===== src/rtl/kbd_pkg.sv =====
// -----------------------------------------------------------------------------
// kbd_pkg
// Shared definitions for the PS/2 keyboard event FIFO peripheral:
//   - register offsets seen by the 68000 (CPU A[2:1])
//   - CTRL register bit positions
//   - key event word layout and width
//   - bus handshake state encoding
//   - count saturation helper used by the STATUS register
// -----------------------------------------------------------------------------
package kbd_pkg;

    // Register offsets within the peripheral window
    localparam logic [1:0] KBD_REG_DATA   = 2'd0;
    localparam logic [1:0] KBD_REG_STATUS = 2'd1;
    localparam logic [1:0] KBD_REG_CTRL   = 2'd2;

    // CTRL write bit positions
    localparam int KBD_CTRL_IRQ_EN  = 0;
    localparam int KBD_CTRL_FLUSH   = 1;
    localparam int KBD_CTRL_CLR_OVF = 2;

    // One buffered key event: {pressed, extended, code}
    localparam int KBD_EVT_W = 10;

    typedef struct packed {
        logic       pressed;
        logic       extended;
        logic [7:0] code;
    } kbd_evt_t;

    // 68000 bus cycle tracking
    typedef enum logic [1:0] {
        BUS_IDLE = 2'd0,
        BUS_WAIT = 2'd1,
        BUS_ACK  = 2'd2
    } kbd_bus_state_t;

    // STATUS only has a 4-bit count field; deeper FIFOs report 15 when fuller
    function automatic logic [3:0] kbd_sat4(input logic [31:0] n);
        return (n > 32'd15) ? 4'hF : n[3:0];
    endfunction

endpackage


===== src/rtl/kbd_fifo_regs_if.sv =====
// -----------------------------------------------------------------------------
// kbd_fifo_regs_if
// 68000-side bus bundle for the keyboard FIFO peripheral.
//   cs        : address decode hit for this block's window
//   cpu_as_n  : address strobe, active low
//   cpu_rw    : 1 = read, 0 = write
//   cpu_a     : register offset (CPU A[2:1])
//   cpu_wdata : CPU write data
//   dout      : read data, held from access start until the next access
//   dtack_n   : data transfer acknowledge, active low
//   irq       : level interrupt request, active high
// Modports: master = CPU / bus side, slave = peripheral side.
// -----------------------------------------------------------------------------
interface kbd_fifo_regs_if;

    logic        cs;
    logic        cpu_as_n;
    logic        cpu_rw;
    logic [1:0]  cpu_a;
    logic [15:0] cpu_wdata;
    logic [15:0] dout;
    logic        dtack_n;
    logic        irq;

    modport master (
        output cs,
        output cpu_as_n,
        output cpu_rw,
        output cpu_a,
        output cpu_wdata,
        input  dout,
        input  dtack_n,
        input  irq
    );

    modport slave (
        input  cs,
        input  cpu_as_n,
        input  cpu_rw,
        input  cpu_a,
        input  cpu_wdata,
        output dout,
        output dtack_n,
        output irq
    );

endinterface


===== src/rtl/kbd_sync_fifo.sv =====
// -----------------------------------------------------------------------------
// kbd_sync_fifo
// Single-clock FIFO built from a plain register array (no block RAM).
//   clk, reset : clock, asynchronous active-high reset
//   push, din  : write request and data; accepted when not full, or when a
//                pop in the same cycle frees a slot
//   pop        : read request; ignored when empty
//   flush      : empties the FIFO; wins over a concurrent push or pop
//   head       : oldest entry (valid when not empty)
//   full/empty : occupancy flags
//   count      : number of entries, AW+1 bits
// -----------------------------------------------------------------------------
module kbd_sync_fifo #(
    parameter int WIDTH = 10,
    parameter int AW    = 3
) (
    input  logic             clk,
    input  logic             reset,
    input  logic             push,
    input  logic [WIDTH-1:0] din,
    input  logic             pop,
    input  logic             flush,
    output logic [WIDTH-1:0] head,
    output logic             full,
    output logic             empty,
    output logic [AW:0]      count
);

    localparam logic [AW:0] DEPTH = {1'b1, {AW{1'b0}}};

    logic [WIDTH-1:0] mem [2**AW];
    logic [AW-1:0]    wr_ptr;
    logic [AW-1:0]    rd_ptr;
    logic [AW:0]      count_q;
    logic             do_pop;
    logic             do_push;

    assign do_pop  = pop & ~empty;
    assign do_push = push & (~full | do_pop);

    assign full  = (count_q == DEPTH);
    assign empty = (count_q == '0);
    assign count = count_q;
    assign head  = mem[rd_ptr];

    // Pointer and occupancy bookkeeping; pointers wrap naturally at the
    // power-of-two depth, and a push+pop pair leaves the count unchanged.
    always_ff @(posedge clk or posedge reset) begin
        if (reset) begin
            wr_ptr  <= '0;
            rd_ptr  <= '0;
            count_q <= '0;
        end else if (flush) begin
            wr_ptr  <= '0;
            rd_ptr  <= '0;
            count_q <= '0;
        end else begin
            if (do_push) begin
                wr_ptr <= wr_ptr + AW'(1);
            end
            if (do_pop) begin
                rd_ptr <= rd_ptr + AW'(1);
            end
            if (do_push && !do_pop) begin
                count_q <= count_q + (AW+1)'(1);
            end else if (do_pop && !do_push) begin
                count_q <= count_q - (AW+1)'(1);
            end
        end
    end

    // Storage array needs no reset; only slots below count are ever read.
    always_ff @(posedge clk) begin
        if (do_push && !flush) begin
            mem[wr_ptr] <= din;
        end
    end

endmodule


===== src/rtl/kbd_fifo_regs.sv =====
// -----------------------------------------------------------------------------
// kbd_fifo_regs
// Buffers PS/2 key events in a small FIFO and exposes them to the 68000 as a
// four-register memory-mapped peripheral with DTACK generation and a level IRQ.
//
// Ports:
//   clk      : system (CPU domain) clock
//   reset    : asynchronous, active-high reset
//   ps2_key  : [10] toggles per event, [9] pressed, [8] extended, [7:0] code
//   bus      : kbd_fifo_regs_if.slave (cs, cpu_as_n, cpu_rw, cpu_a,
//              cpu_wdata, dout, dtack_n, irq)
//
// Registers (cpu_a):
//   0 DATA   R: {valid, 5'b0, pressed, extended, code}, pops when non-empty
//   1 STATUS R: {overflow, 11'b0, count[3:0]}
//   2 CTRL   R: {15'b0, irq_en}  W: bit0 irq_en, bit1 flush, bit2 clear overflow
//   3        R: 0
//
// Parameters:
//   FIFO_AW   : log2 of FIFO depth
//   DTACK_DLY : clocks from access start to dtack_n low (1..7)
//
// Build option:
//   KBD_TYPEMATIC_FILTER_EN : when defined, a held-key bitmap suppresses
//   auto-repeat make events for keys that are already down.
// -----------------------------------------------------------------------------
module kbd_fifo_regs
    import kbd_pkg::*;
#(
    parameter int FIFO_AW   = 3,
    parameter int DTACK_DLY = 1
) (
    input  logic           clk,
    input  logic           reset,
    input  logic [10:0]    ps2_key,
    kbd_fifo_regs_if.slave bus
);

    localparam logic [2:0] DLY_INIT = 3'(DTACK_DLY - 1);

    // Event capture
    logic [10:0]    key_q;
    logic           toggle_shadow;
    logic           primed;
    logic           evt_det;
    kbd_evt_t       evt;
    logic           push_req;

    // FIFO
    logic [KBD_EVT_W-1:0] fifo_head;
    logic                 fifo_full;
    logic                 fifo_empty;
    logic [FIFO_AW:0]     fifo_count;
    logic                 fifo_pop;
    logic                 flush;

    // Bus side
    kbd_bus_state_t state;
    logic [2:0]     dly_cnt;
    logic           acc;
    logic           acc_q;
    logic           start;
    logic           ctrl_wr;
    logic [15:0]    rd_word;
    logic [15:0]    dout_q;
    logic           dtack_n_q;
    logic           irq_q;
    logic           irq_en;
    logic           overflow;
    logic           unused_wdata;

    assign unused_wdata = ^bus.cpu_wdata[15:3];

    // ps2_key is registered once; the toggle shadow is seeded from the live
    // input on the first clock after reset so no phantom event is seen.
    always_ff @(posedge clk or posedge reset) begin
        if (reset) begin
            key_q         <= '0;
            toggle_shadow <= 1'b0;
            primed        <= 1'b0;
        end else begin
            key_q         <= ps2_key;
            toggle_shadow <= primed ? key_q[10] : ps2_key[10];
            primed        <= 1'b1;
        end
    end

    assign evt_det = primed & (key_q[10] ^ toggle_shadow);
    assign evt     = key_q[9:0];

`ifdef KBD_TYPEMATIC_FILTER_EN
    logic [511:0] held_map;
    logic         evt_repeat;

    assign evt_repeat = evt.pressed & held_map[{evt.extended, evt.code}];
    assign push_req   = evt_det & ~evt_repeat;

    // Track which keys are down so auto-repeat makes can be dropped; a
    // flush clears the map along with the FIFO contents.
    always_ff @(posedge clk or posedge reset) begin
        if (reset) begin
            held_map <= '0;
        end else if (flush) begin
            held_map <= '0;
        end else if (evt_det) begin
            held_map[{evt.extended, evt.code}] <= evt.pressed;
        end
    end
`else
    assign push_req = evt_det;
`endif

    // Bus access qualification and the one-shot side effects of a new access
    assign acc      = bus.cs & ~bus.cpu_as_n;
    assign start    = acc & ~acc_q & (state == BUS_IDLE);
    assign fifo_pop = start & bus.cpu_rw & (bus.cpu_a == KBD_REG_DATA) & ~fifo_empty;
    assign ctrl_wr  = start & ~bus.cpu_rw & (bus.cpu_a == KBD_REG_CTRL);
    assign flush    = ctrl_wr & bus.cpu_wdata[KBD_CTRL_FLUSH];

    kbd_sync_fifo #(
        .WIDTH (KBD_EVT_W),
        .AW    (FIFO_AW)
    ) u_fifo (
        .clk   (clk),
        .reset (reset),
        .push  (push_req),
        .din   (evt),
        .pop   (fifo_pop),
        .flush (flush),
        .head  (fifo_head),
        .full  (fifo_full),
        .empty (fifo_empty),
        .count (fifo_count)
    );

    // Read data for the register addressed at access start; writes latch 0
    always_comb begin
        rd_word = '0;
        if (bus.cpu_rw) begin
            case (bus.cpu_a)
                KBD_REG_DATA:   rd_word = fifo_empty ? 16'h0000
                                                     : {1'b1, 5'b0, fifo_head};
                KBD_REG_STATUS: rd_word = {overflow, 11'b0,
                                           kbd_sat4(32'(fifo_count))};
                KBD_REG_CTRL:   rd_word = {15'b0, irq_en};
                default:        rd_word = '0;
            endcase
        end
    end

    // Bus cycle FSM: latch read data at access start, count out the DTACK
    // delay, then hold dtack_n low until the strobe is released.
    always_ff @(posedge clk or posedge reset) begin
        if (reset) begin
            state     <= BUS_IDLE;
            dly_cnt   <= '0;
            dtack_n_q <= 1'b1;
            dout_q    <= '0;
            acc_q     <= 1'b0;
        end else begin
            acc_q <= acc;
            case (state)
                BUS_IDLE: begin
                    if (start) begin
                        dout_q  <= rd_word;
                        dly_cnt <= DLY_INIT;
                        state   <= BUS_WAIT;
                    end
                end
                BUS_WAIT: begin
                    if (bus.cpu_as_n) begin
                        state <= BUS_IDLE;
                    end else if (dly_cnt == 3'd0) begin
                        dtack_n_q <= 1'b0;
                        state     <= BUS_ACK;
                    end else begin
                        dly_cnt <= dly_cnt - 3'd1;
                    end
                end
                BUS_ACK: begin
                    if (bus.cpu_as_n) begin
                        dtack_n_q <= 1'b1;
                        state     <= BUS_IDLE;
                    end
                end
                default: begin
                    dtack_n_q <= 1'b1;
                    state     <= BUS_IDLE;
                end
            endcase
        end
    end

    // Sticky overflow: set only when an event is really lost (full, no pop
    // freeing a slot, and not swallowed by a flush); a new loss beats a clear.
    always_ff @(posedge clk or posedge reset) begin
        if (reset) begin
            overflow <= 1'b0;
        end else if (push_req && fifo_full && !fifo_pop && !flush) begin
            overflow <= 1'b1;
        end else if (ctrl_wr && bus.cpu_wdata[KBD_CTRL_CLR_OVF]) begin
            overflow <= 1'b0;
        end
    end

    // Interrupt enable and the registered level request
    always_ff @(posedge clk or posedge reset) begin
        if (reset) begin
            irq_en <= 1'b0;
            irq_q  <= 1'b0;
        end else begin
            if (ctrl_wr) begin
                irq_en <= bus.cpu_wdata[KBD_CTRL_IRQ_EN];
            end
            irq_q <= irq_en & ~fifo_empty;
        end
    end

    assign bus.dout    = dout_q;
    assign bus.dtack_n = dtack_n_q;
    assign bus.irq     = irq_q;

endmodule


===== src/flat_wrapper.sv =====
// flat-port wrapper written by rule: the top's interface ports become plain ports
module kbd_fifo_regs_flat import kbd_pkg::*;
#(
    parameter int FIFO_AW   = 3,
    parameter int DTACK_DLY = 1
)
  (clk, reset, ps2_key, bus_cs, bus_cpu_as_n, bus_cpu_rw, bus_cpu_a, bus_cpu_wdata, bus_dout, bus_dtack_n, bus_irq);
  kbd_fifo_regs_if bus_i ();
  input  logic clk;
  input  logic reset;
  input  logic [10:0] ps2_key;
  input wire logic [$bits(bus_i.cs)-1:0] bus_cs;
  input wire logic [$bits(bus_i.cpu_as_n)-1:0] bus_cpu_as_n;
  input wire logic [$bits(bus_i.cpu_rw)-1:0] bus_cpu_rw;
  input wire logic [$bits(bus_i.cpu_a)-1:0] bus_cpu_a;
  input wire logic [$bits(bus_i.cpu_wdata)-1:0] bus_cpu_wdata;
  output wire logic [$bits(bus_i.dout)-1:0] bus_dout;
  output wire logic [$bits(bus_i.dtack_n)-1:0] bus_dtack_n;
  output wire logic [$bits(bus_i.irq)-1:0] bus_irq;
  assign bus_i.cs = bus_cs;
  assign bus_i.cpu_as_n = bus_cpu_as_n;
  assign bus_i.cpu_rw = bus_cpu_rw;
  assign bus_i.cpu_a = bus_cpu_a;
  assign bus_i.cpu_wdata = bus_cpu_wdata;
  assign bus_dout = bus_i.dout;
  assign bus_dtack_n = bus_i.dtack_n;
  assign bus_irq = bus_i.irq;
  kbd_fifo_regs #(.FIFO_AW(FIFO_AW), .DTACK_DLY(DTACK_DLY)) u_core (.clk(clk), .reset(reset), .ps2_key(ps2_key), .bus(bus_i));
endmodule

===== config.mk =====
export PLATFORM = sky130hd
export DESIGN_NAME = kbd_fifo_regs_flat
export DESIGN_NICKNAME = d
export VERILOG_FILES = /design/src/rtl/kbd_pkg.sv /design/src/rtl/kbd_fifo_regs_if.sv /design/src/rtl/kbd_sync_fifo.sv /design/src/rtl/kbd_fifo_regs.sv /design/src/flat_wrapper.sv
export SDC_FILE = /design/constraint.sdc
export NUM_CORES = 1
export LEC_CHECK = 0
export ABC_AREA = 1
export BUFFER_PORTS_ARGS = -buffer_cell sky130_fd_sc_hd__buf_2
export CAP_MARGIN = 20
export CORE_ASPECT_RATIO = 0.6
export CORE_MARGIN = 2
export CORE_UTILIZATION = 44
export DETAILED_ROUTE_END_ITERATION = 7
export SLEW_MARGIN = 0
export SYNTH_ARGS = -nofsm -noshare
export SYNTH_HDL_FRONTEND = slang
export SYNTH_SLANG_ARGS = --single-unit

===== constraint.sdc =====
create_clock -name clk -period 2.25 [get_ports clk]
set_input_delay 0.225 -clock clk [delete_from_list [all_inputs] [get_ports clk]]
set_output_delay 0.225 -clock clk [all_outputs]
set_load 0.01 [all_outputs]

==> reports/metrics.csv, run 1 <==
metric,value,unit
Clock Skew,0.006030,ns
status,completed,
min-delay worst type,in -> reg,
reg2reg end,u_core.u_fifo.count[3],
period utilization,0.9392,
Post-synth EDFFs,80,
cell count after synthesis,499,
share of post-route cells with drive strength above 1,0.2075,
CTS Sinks,124,
area of the multi-input gates,1504,sq um
initial core utilization,0.4466,
# DRC,0,
Worst-Margin Slew,0.6577,ns
ys async rst share,0.3548,
"reg-to-reg slack, setup",0.14,ns
full die area,13050,sq um
vias per cell,4.730,
P&R area growth vs syn,23.38,%
Arrival @ worst endpoint,2.41,ns
register area share after synthesis,0.6569,
GR Util met2,0.2753,
clock slew at reported path FFs,0.06,ns
Final #Nets,617,
number of diodes,0,
M3 GR Usage,0.05408,
"Worst Path Class, Setup",reg -> reg,
CP required,2.55,ns
Seq cells post-synth,124,
DR WL/cell,14.97,microns
setup violators final,0,
CTS root buffer,clkbuf_16,
Startpoint Class,register,
largest net degree at the start of global routing,45,
"most common cell after layout, fill and taps aside",nand2_1,
dpl hpwl,6989,microns
Total GRT Usage,0.1877,
fill cell count,1015,
Reg area,3506,sq um
vias in the first global route,3338,
chip height,89.30,microns
crit end category,register,
Clock Path Buffers,2,
Die Width,146.2,microns
R2R cell count,14,
first-pass GRT wire length,17870,microns
global route overflow,0,
WL final,11270,microns
Critical R2R Launch,u_core.state[0],
# IOs,52,
Slew Limit Fails,0,
Clock Latency Late Sink,0.42,ns
most frequent cells in the layout,"99 x nand2_1, 80 x edfxtp_1, 59 x nor2_1, 56 x inv_1",
# rows,31,
Most used DFF post-synth,edfxtp_1,
CP Launch Point,u_core.state[0],
Final Hold Vio Count,0,
gp weighted congestion,0.8399,
Max Clk Rate,473.2,MHz
fin util,0.5510,
initial antenna violation count,0,
met1 Usage GRT,0.2699,
Synth Area per Inst,10.69,sq um
drt pass-1 iters,7,
Pwr Density,1173,nW/um^2
"area leader, netlist",edfxtp_1,
TritonCTS buffer count,17,
ranking of synthesized cells by area,"edfxtp_1 45%, dfrtp_1 20%, nand2_1 7.0%",
worst-path maximum fanout,4,
yosys warns,0,
static leakage,2.868,nW
Routed Antenna Nets,0,
area of the mapped netlist,5335,sq um
H-tree levels,4,
Setup crit end,u_core.u_fifo.count[3],
PortBufs,33,
initial DRC count,329,
via count,3562,
worst vdd ir,0.0008661,V
Design Power,7.723,mW
Synth cell types,35,
top cell type's share of synthesized area,0.4503,
CTS tree,yes,
fin crit period,2.113,ns
layer carrying the most global-route usage,met2,
Rel. slew slack,0.5611,
core area,11950,sq um
max-cap violation count,0,
[through the flow]
step | std cells | hold WS, ns | setup WS [ns] | TNS [ns] | area, sq um
finish | 753 | 0.03070 | 0.1368 | 0 | 6583
floorplan | 503 | 0.2564 | 0.01028 | 0 | 5350
global placement | 708 | 0.3336 | 0.04659 | 0 | 5806
detailed placement | 708 | 0.3343 | -0.1277 | -0.1277 | 5806
global route | 753 | 0.02921 | -0.01346 | -0.01346 | 6583
CTS | 752 | 0.01349 | 0.02536 | 0 | 6555
[where the power goes]
part,switching (mW),internal [mW],total [mW]
Sequential,0.204,2.74,2.95
Combinational,1.20,0.728,1.93
Clock,0.994,1.85,2.84
[timing repair]
action / in CTS / in global routing
pin swaps: 0 / 2
buffers inserted: 0 / 1
endpoints found under the setup margin: 1 / 1
endpoints found under the hold margin: 54 / 0
gates resized for setup: 3 / 6
hold buffers: 12 / 0
cloned: 0 / 0
[metal layers]
| layer | vias up | wire, microns |
|---|---|---|
| li1 | 1803 | - |
| met1 | 1665 | 5783 |
| met2 | 77 | 4772 |
| met3 | 17 | 553 |
| met4 | 0 | 160 |
| met5 | - | 0 |
[cell type report]
class	instances	share of cell area
Sequential cell	124	0.5326
Inverter	60	0.03421
Multi-Input combinational cell	296	0.2285
Clock inverter	15	0.03003
Tap cell	165	0.03136
Timing Repair Buffer	76	0.07869
Clock buffer	17	0.06463
[cell families (layout without fill, tap and decap cells)]
| logic type | Yosys count | after routing | synth area share |
|---|---|---|---|
| XOR/XNOR | 2 | 2 | 0.003284 |
| adder cells (fa/ha/maj) | 8 | 8 | 0.02017 |
| flip-flops | 124 | 124 | 0.6569 |
| other | 2 | 6 | 0.001408 |
| AO/OA/AOI/OAI | 62 | 62 | 0.07012 |
| buffers and inverters | 83 | 168 | 0.06871 |
| AND/OR/NAND/NOR | 217 | 217 | 0.1773 |
| multiplexers | 1 | 1 | 0.002111 |
[synthesized netlist by cell type, drive strengths merged, types with 2 or more instances]
master,instances
xor2,2
nand3,43
dfrtp,43
o21ai,37
nand2,103
o211ai,13
conb,2
buf,20
a21oi,9
nand3b,4
nand4,2
edfxtp,80
clkbuf,3
inv,59
ha,7
nor2,65
[flip-flops by register name, indices dropped and copies added (netlist names)]
name                  cells
u_core.acc_q              1
u_core.u_fifo.wr_ptr      3
u_core.toggle_shadow      1
u_core.primed             1
u_core.u_fifo.mem        80
u_core.bus.dout          11
u_core.key_q             11
u_core.irq_en             1
u_core.bus.irq            1
u_core.u_fifo.rd_ptr      3
u_core.state              2
u_core.dly_cnt            3
u_core.u_fifo.count       4
u_core.bus.dtack_n        1
u_core.overflow           1
[worst min path at each step]
stage	startpoint	endpoint	slack (ns)	cells past startpoint
after floorplan	ps2_key[0]	u_core.key_q[0]	0.26	0
after global placement	ps2_key[8]	u_core.key_q[8]	0.33	1
after detailed placement	ps2_key[4]	u_core.key_q[4]	0.33	1
after CTS	bus_cpu_as_n	u_core.acc_q	0.01	2
after global routing	bus_cpu_as_n	u_core.acc_q	0.03	2
final	bus_cpu_as_n	u_core.acc_q	0.03	2
[worst max-delay path, cell delays in order (launching register included)]
cell and delay (ns):
dfrtp_1 0.42, nor2_4 0.14, nand4_4 0.13, o21bai_4 0.17
nand2_2 0.08, inv_2 0.08, ha_4 0.14, inv_1 0.06
ha_1 0.26, nand2_1 0.06, inv_1 0.05, o21ai_2 0.13
nand2_1 0.09, a21oi_2 0.13, a21oi_1 0.07
No activity file was read; power rests on OpenSTA's default activity.
==> run 2, diff against run 1 <==
--- a/config.mk
+++ b/config.mk
@@ -12,4 +12,5 @@
 export CORE_MARGIN = 2
 export CORE_UTILIZATION = 44
+export CTS_BUF_LIST = sky130_fd_sc_hd__clkbuf_8
 export DETAILED_ROUTE_END_ITERATION = 7
 export SLEW_MARGIN = 0
==> constraint.sdc (replaced) <==
create_clock -name clk -period 2.25 [get_ports clk]
set_input_delay 0.45 -clock clk [delete_from_list [all_inputs] [get_ports clk]]
set_output_delay 0.45 -clock clk [all_outputs]
set_load 0.01 [all_outputs]
==> reports/metrics.csv, run 2 (same netlist as run 1, synthesis figures left out) <==
metric,value,unit,change
placed insts,712,,+0.56%
"Max stage delay cell, worst path",nor2_2,,
full die area,13050,sq um,unchanged
placed cell areas,5838,sq um,+0.56%
dpl hpwl,7542,microns,+7.9%
Design Power,7.127,mW,-7.7%
Stages on worst setup path,7,,-7
Pwr Density,1113,nW/um^2,-5.1%
global route overflow,0,,unchanged
setup tns final,0,ns,unchanged
static leakage,2.790,nW,-2.7%
Slew Limit Fails,0,,unchanged
DR WL/cell,15.57,microns,+4.0%
"most common cell after layout, fill and taps aside",nand2_1,,
min-delay worst type,in -> reg,,
reg2reg end,u_core.u_fifo.mem[1][3],,
CTS tree,yes,,
Total GRT Usage,0.1914,,+0.003698
# IOs,52,,unchanged
"Worst Path Class, Setup",reg -> reg,,
chip height,89.30,microns,unchanged
# DRC,0,,unchanged
TritonCTS buffer count,17,,unchanged
P&R area growth vs syn,20.03,%,
PortBufs,33,,unchanged
max-cap violation count,0,,unchanged
cell mode on critical path,buf_4,,
CP Launch Point,u_core.state[0],,
Die Width,146.2,microns,unchanged
via count,3661,,+2.8%
final cell count without fillers,751,,-0.27%
Worst-Margin Slew,0.7102,ns,+0.05247 ns
initial antenna violation count,0,,unchanged
CP required,2.31,ns,-0.24 ns
clock network power share,0.301,,-0.067
CTS root buffer,clkbuf_8,,
Largest Register,u_core.u_fifo.mem,,
drt pass-1 iters,4,,-3
most frequent cells in the layout,"99 x nand2_1, 80 x edfxtp_1, 56 x inv_1, 51 x nor2_1",,
Clock Skew,0.01102,ns,+0.004989 ns
switching share of power,0.3351,,+0.02408
Clock Path Buffers,2,,unchanged
Final Hold Vio Count,0,,unchanged
NetSw,2.388,mW,-0.57%
Startpoint Class,register,,
DP Worst Slack,-0.2784,ns,-0.1507 ns
crit path cell chain,nor2_4 -> nand4_4 -> o21bai_4 -> buf_4 -> buf_4 -> nand2_2 -> nor2_2,,
clock slew at reported path FFs,0.08,ns,+0.02 ns
# rows,31,,unchanged
"Largest delay share family, worst path",simple AND/OR/NAND/NOR gates,,
max incr delay on CP,0.56,ns,+0.14 ns
initial core utilization,0.4466,,unchanged
gp weighted congestion,0.7972,,-5.1%
largest net degree at the start of global routing,27,,-40%
Buffers & Inverters on Critical Path,2,,-1
vias per cell,4.875,,+3.1%
fin util,0.5360,,-0.01498
Routed Antenna Nets,0,,unchanged
Critical R2R Launch,u_core.state[0],,
Setup crit end,u_core.u_fifo.mem[1][3],,
R2R cell count,7,,-7
Rel. slew slack,0.5260,,-0.03501
final instance area,6404,sq um,-2.7%
Cell Int Power,4.739,mW,-11%
Max Clk Rate,463.8,MHz,-2.0%
fin crit period,2.156,ns,+0.04273 ns
number of diodes,0,,unchanged
H-tree levels,4,,unchanged
period utilization,0.9582,,+0.01899
WL final,11690,microns,+3.8%
core area,11950,sq um,unchanged
worst vdd ir,0.0005095,V,-41%
initial DRC count,270,,-18%
max FFs per register,80,,unchanged
"reg-to-reg slack, setup",0.09,ns,-0.04 ns
Arrival @ worst endpoint,2.22,ns,-0.19 ns
vias in the first global route,3530,,+5.8%
setup violators final,0,,unchanged
final hold slack,0.1173,ns,+0.08655 ns
CTS Sinks,124,,unchanged
PnR worst setup slack,0.09410,ns,-0.04273 ns
Comb pwr share,0.283,,+0.033
worst-path maximum fanout,10,,+6
share of post-route cells with drive strength above 1,0.2372,,+0.02972
crit end category,register,,
status,completed,,
Final #Nets,615,,-0.32%
first-pass GRT wire length,18570,microns,+3.9%
register share of total power,0.416,,+0.034
Clock Latency Late Sink,0.43,ns,about the same
-- run 2: timing repair --
action / CTS / global route
buffers inserted: 3 / 3
pin swaps: 2 / 4
hold endpoints to repair: 15 / 0
hold buffers: 1 / 0
gates cloned: 0 / 0
gates resized for setup: 8 / 13
endpoints found under the setup margin: 62 / 3
-- run 2: worst min-delay path by stage --
stage | startpoint | to | slack (ns) | cells after the start
3_3_place_gp | reset | u_core.key_q[10] | 0.44 | 2
3_5_place_dp | reset | u_core.primed | 0.45 | 2
6_report | ps2_key[7] | u_core.key_q[7] | 0.12 | 1
2_1_floorplan | u_core.overflow | u_core.overflow | 0.45 | 2
4_1_cts | ps2_key[5] | u_core.key_q[5] | 0.09 | 1
5_1_grt | ps2_key[5] | u_core.key_q[5] | 0.09 | 1
-- run 2: final cells by class --
class                      instances  area [sq um]
fill                            1058          5543
sequential                       124          3506
multi-input combinational        296          1544
timing repair buffer              74         479.2
clock buffer                      21         289.0
inverter                          60         225.2
tap                              165         206.4
clock inverter                    11         153.9
-- run 2: routing by layer --
layer | GRT usage | part of all wire | vias up
met5 | 0 | 0 | -
met4 | 0.06708 | 0.012 | 0
met3 | 0.05000 | 0.051 | 16
met2 | 0.2826 | 0.44 | 80
met1 | 0.2777 | 0.50 | 1768
li1 | - | - | 1797
-- run 2: worst register-to-register path, cell delays in order, from the launching register on --
cell and delay, ns:
dfrtp_1 0.41, nor2_4 0.17, nand4_4 0.12, o21bai_4 0.18
buf_4 0.12, buf_4 0.13, nand2_2 0.10, nor2_2 0.56
-- run 2: power groups by stage --
stage	logic [mW]	clock network [mW]	registers, mW
floorplan	1.33	0	2.95
global placement	1.86	0	2.98
detailed placement	1.91	0	2.99
CTS	1.96	2.19	2.94
global route	2.30	2.30	3.00
finish	2.02	2.15	2.96
==> run 3, diff against run 2 <==
Clock period 2.25 ns to 2.7 ns, I/O delays scaled along.
==> reports/metrics.csv, run 3 (same netlist as run 1, synthesis figures left out) <==
metric,value,unit,change
Design Power,5.576,mW,-22%
initial antenna violation count,0,,unchanged
dpl hpwl,7089,microns,-6.0%
global route overflow,0,,unchanged
first-pass GRT wire length,18020,microns,-3.0%
placed cell areas,5715,sq um,-2.1%
unrepaired setup endpoints after global routing,false,,
most frequent cells in the layout,"100 x nand2_1, 80 x edfxtp_1, 60 x nor2_1, 57 x inv_1",,
R2R cell count,12,,+5
core area,11950,sq um,unchanged
initial core utilization,0.4466,,unchanged
"Worst Path Class, Setup",reg -> reg,,
Startpoint Class,register,,
Final #Nets,595,,-3.3%
initial DRC count,254,,-5.9%
via count,3558,,-2.8%
Critical R2R Launch,u_core.u_fifo.count[0],,
P&R area growth vs syn,15.03,%,
Arrival @ worst endpoint,2.71,ns,+0.49 ns
Routed Antenna Nets,0,,unchanged
CP required,3.02,ns,+0.71 ns
Worst-Margin Slew,1.093,ns,+0.3826 ns
PortBufs,33,,unchanged
crit path cell chain,nor2_1 -> nand3b_1 -> o21bai_4 -> nand2_1 -> inv_1 -> ha_1 -> buf_4 -> fa_1 -> a21oi_1 -> o21ai_0 -> o211ai_2 -> inv_1,,
drt pass-1 iters,4,,unchanged
chip height,89.30,microns,unchanged
CTS tree,yes,,
worst-path maximum fanout,4,,-6
Die Width,146.2,microns,unchanged
fin crit period,2.395,ns,+0.2391 ns
vias in the first global route,3279,,-7.1%
Clock Skew,0.005599,ns,-0.005419 ns
vias per cell,4.867,,-0.15%
max incr delay on CP,0.42,ns,-0.14 ns
Total GRT Usage,0.1858,,-0.005629
Slew Limit Fails,0,,unchanged
period utilization,0.8870,,-0.07113
Max Clk Rate,417.5,MHz,-10%
setup tns final,0,ns,unchanged
worst vdd ir,0.0004703,V,-7.7%
"Max stage delay cell, worst path",dfrtp_1,,
reg2reg end,u_core.u_fifo.count[2],,
max-cap violation count,0,,unchanged
WL final,11320,microns,-3.2%
status,completed,,
number of diodes,0,,unchanged
Clock Path Buffers,2,,unchanged
min-delay worst type,in -> async,,
Clock Latency Late Sink,0.43,ns,about the same
crit end category,register,,
CTS root buffer,clkbuf_8,,
static leakage,2.654,nW,-4.9%
cell mode on critical path,inv_1,,
Largest Register,u_core.u_fifo.mem,,
Final Hold Vio Count,0,,unchanged
share of post-route cells with drive strength above 1,0.1873,,-0.04992
gp weighted congestion,0.8719,,+9.4%
Buffers & Inverters on Critical Path,3,,+1
DR WL/cell,15.49,microns,-0.51%
# IOs,52,,unchanged
H-tree levels,4,,unchanged
final instance area,6137,sq um,-4.2%
"most common cell after layout, fill and taps aside",nand2_1,,
CTS Sinks,124,,unchanged
largest net degree at the start of global routing,43,,+59%
full die area,13050,sq um,unchanged
"reg-to-reg slack, setup",0.30,ns,+0.21 ns
# DRC,0,,unchanged
# rows,31,,unchanged
Pwr Density,908.5,nW/um^2,-18%
Rel. slew slack,0.2688,,-0.2572
clock slew at reported path FFs,0.07,ns,about the same
setup violators final,0,,unchanged
"Largest delay share family, worst path",adder cells,,
max FFs per register,80,,unchanged
TritonCTS buffer count,17,,unchanged
run 3: cell count changes in the layout (fill, tap and decap cells not counted), moves of 2 or more:
cell        delta
buf_4         -19
nor2_1         +9
clkinvlp_4     +5
nor2_2         -5
nor2_4         -4
clkbuf_8       -3
clkinv_2       +3
inv_4          -2
inv_6          -2
o21ai_0        +2
run 3: repair_timing:
item | CTS | global route
resized for setup | 0 | 1
setup buffers | 0 | 1
hold buffers | 0 | 0
setup endpoints to repair | 0 | 2
run 3: worst max path at each step:
stage,start,end,depth (start not counted)
finish,u_core.u_fifo.count[0],u_core.u_fifo.count[2],12
global route,u_core.u_fifo.count[0],u_core.u_fifo.count[3],14
CTS,u_core.state[0],u_core.u_fifo.count[3],14
detailed placement,bus_cpu_as_n,u_core.u_fifo.count[3],15
global placement,bus_cpu_as_n,u_core.u_fifo.count[3],15
floorplan,bus_cs,u_core.u_fifo.count[3],15
run 3: power breakdown:
part / leakage, nW / total [mW] / switching, mW / internal [mW]
combinational: 1.20 / 1.48 / 0.946 / 0.536
clock: 0.183 / 1.62 / 0.772 / 0.843
sequential: 1.27 / 2.48 / 0.197 / 2.28
run 3: final cells by class:
type / instances / area (sq um)
multi-input combinational: 296 / 1479
tap: 165 / 206.4
sequential: 124 / 3506
inverter: 60 / 225.2
timing repair buffer: 54 / 326.6
clock inverter: 14 / 146.4
fill: 1075 / 5809
clock buffer: 18 / 247.7
run 3: per-stage QoR:
stage / hold slack, ns / worst slack [ns] / utilization / instances
6_report: 0.04307 / 0.3050 / 0.5137 / 731
5_1_grt: 0.03714 / 0.03164 / 0.5137 / 731
4_1_cts: 0.03235 / 0.2568 / 0.5114 / 728
3_5_place_dp: 0.4635 / 0.05569 / 0.4784 / 696
3_3_place_gp: 0.4585 / 0.1066 / 0.4784 / 696
2_1_floorplan: 0.4532 / 0.3424 / - / 503
run 3: per-layer routing:
metal / GRT usage / routed length [microns] / vias to the layer above
li1: - / - / 1758
met1: 0.2750 / 5788 / 1700
met2: 0.2766 / 4964 / 92
met3: 0.04592 / 519 / 8
met4: 0.05031 / 51 / 0
met5: 0 / 0 / -
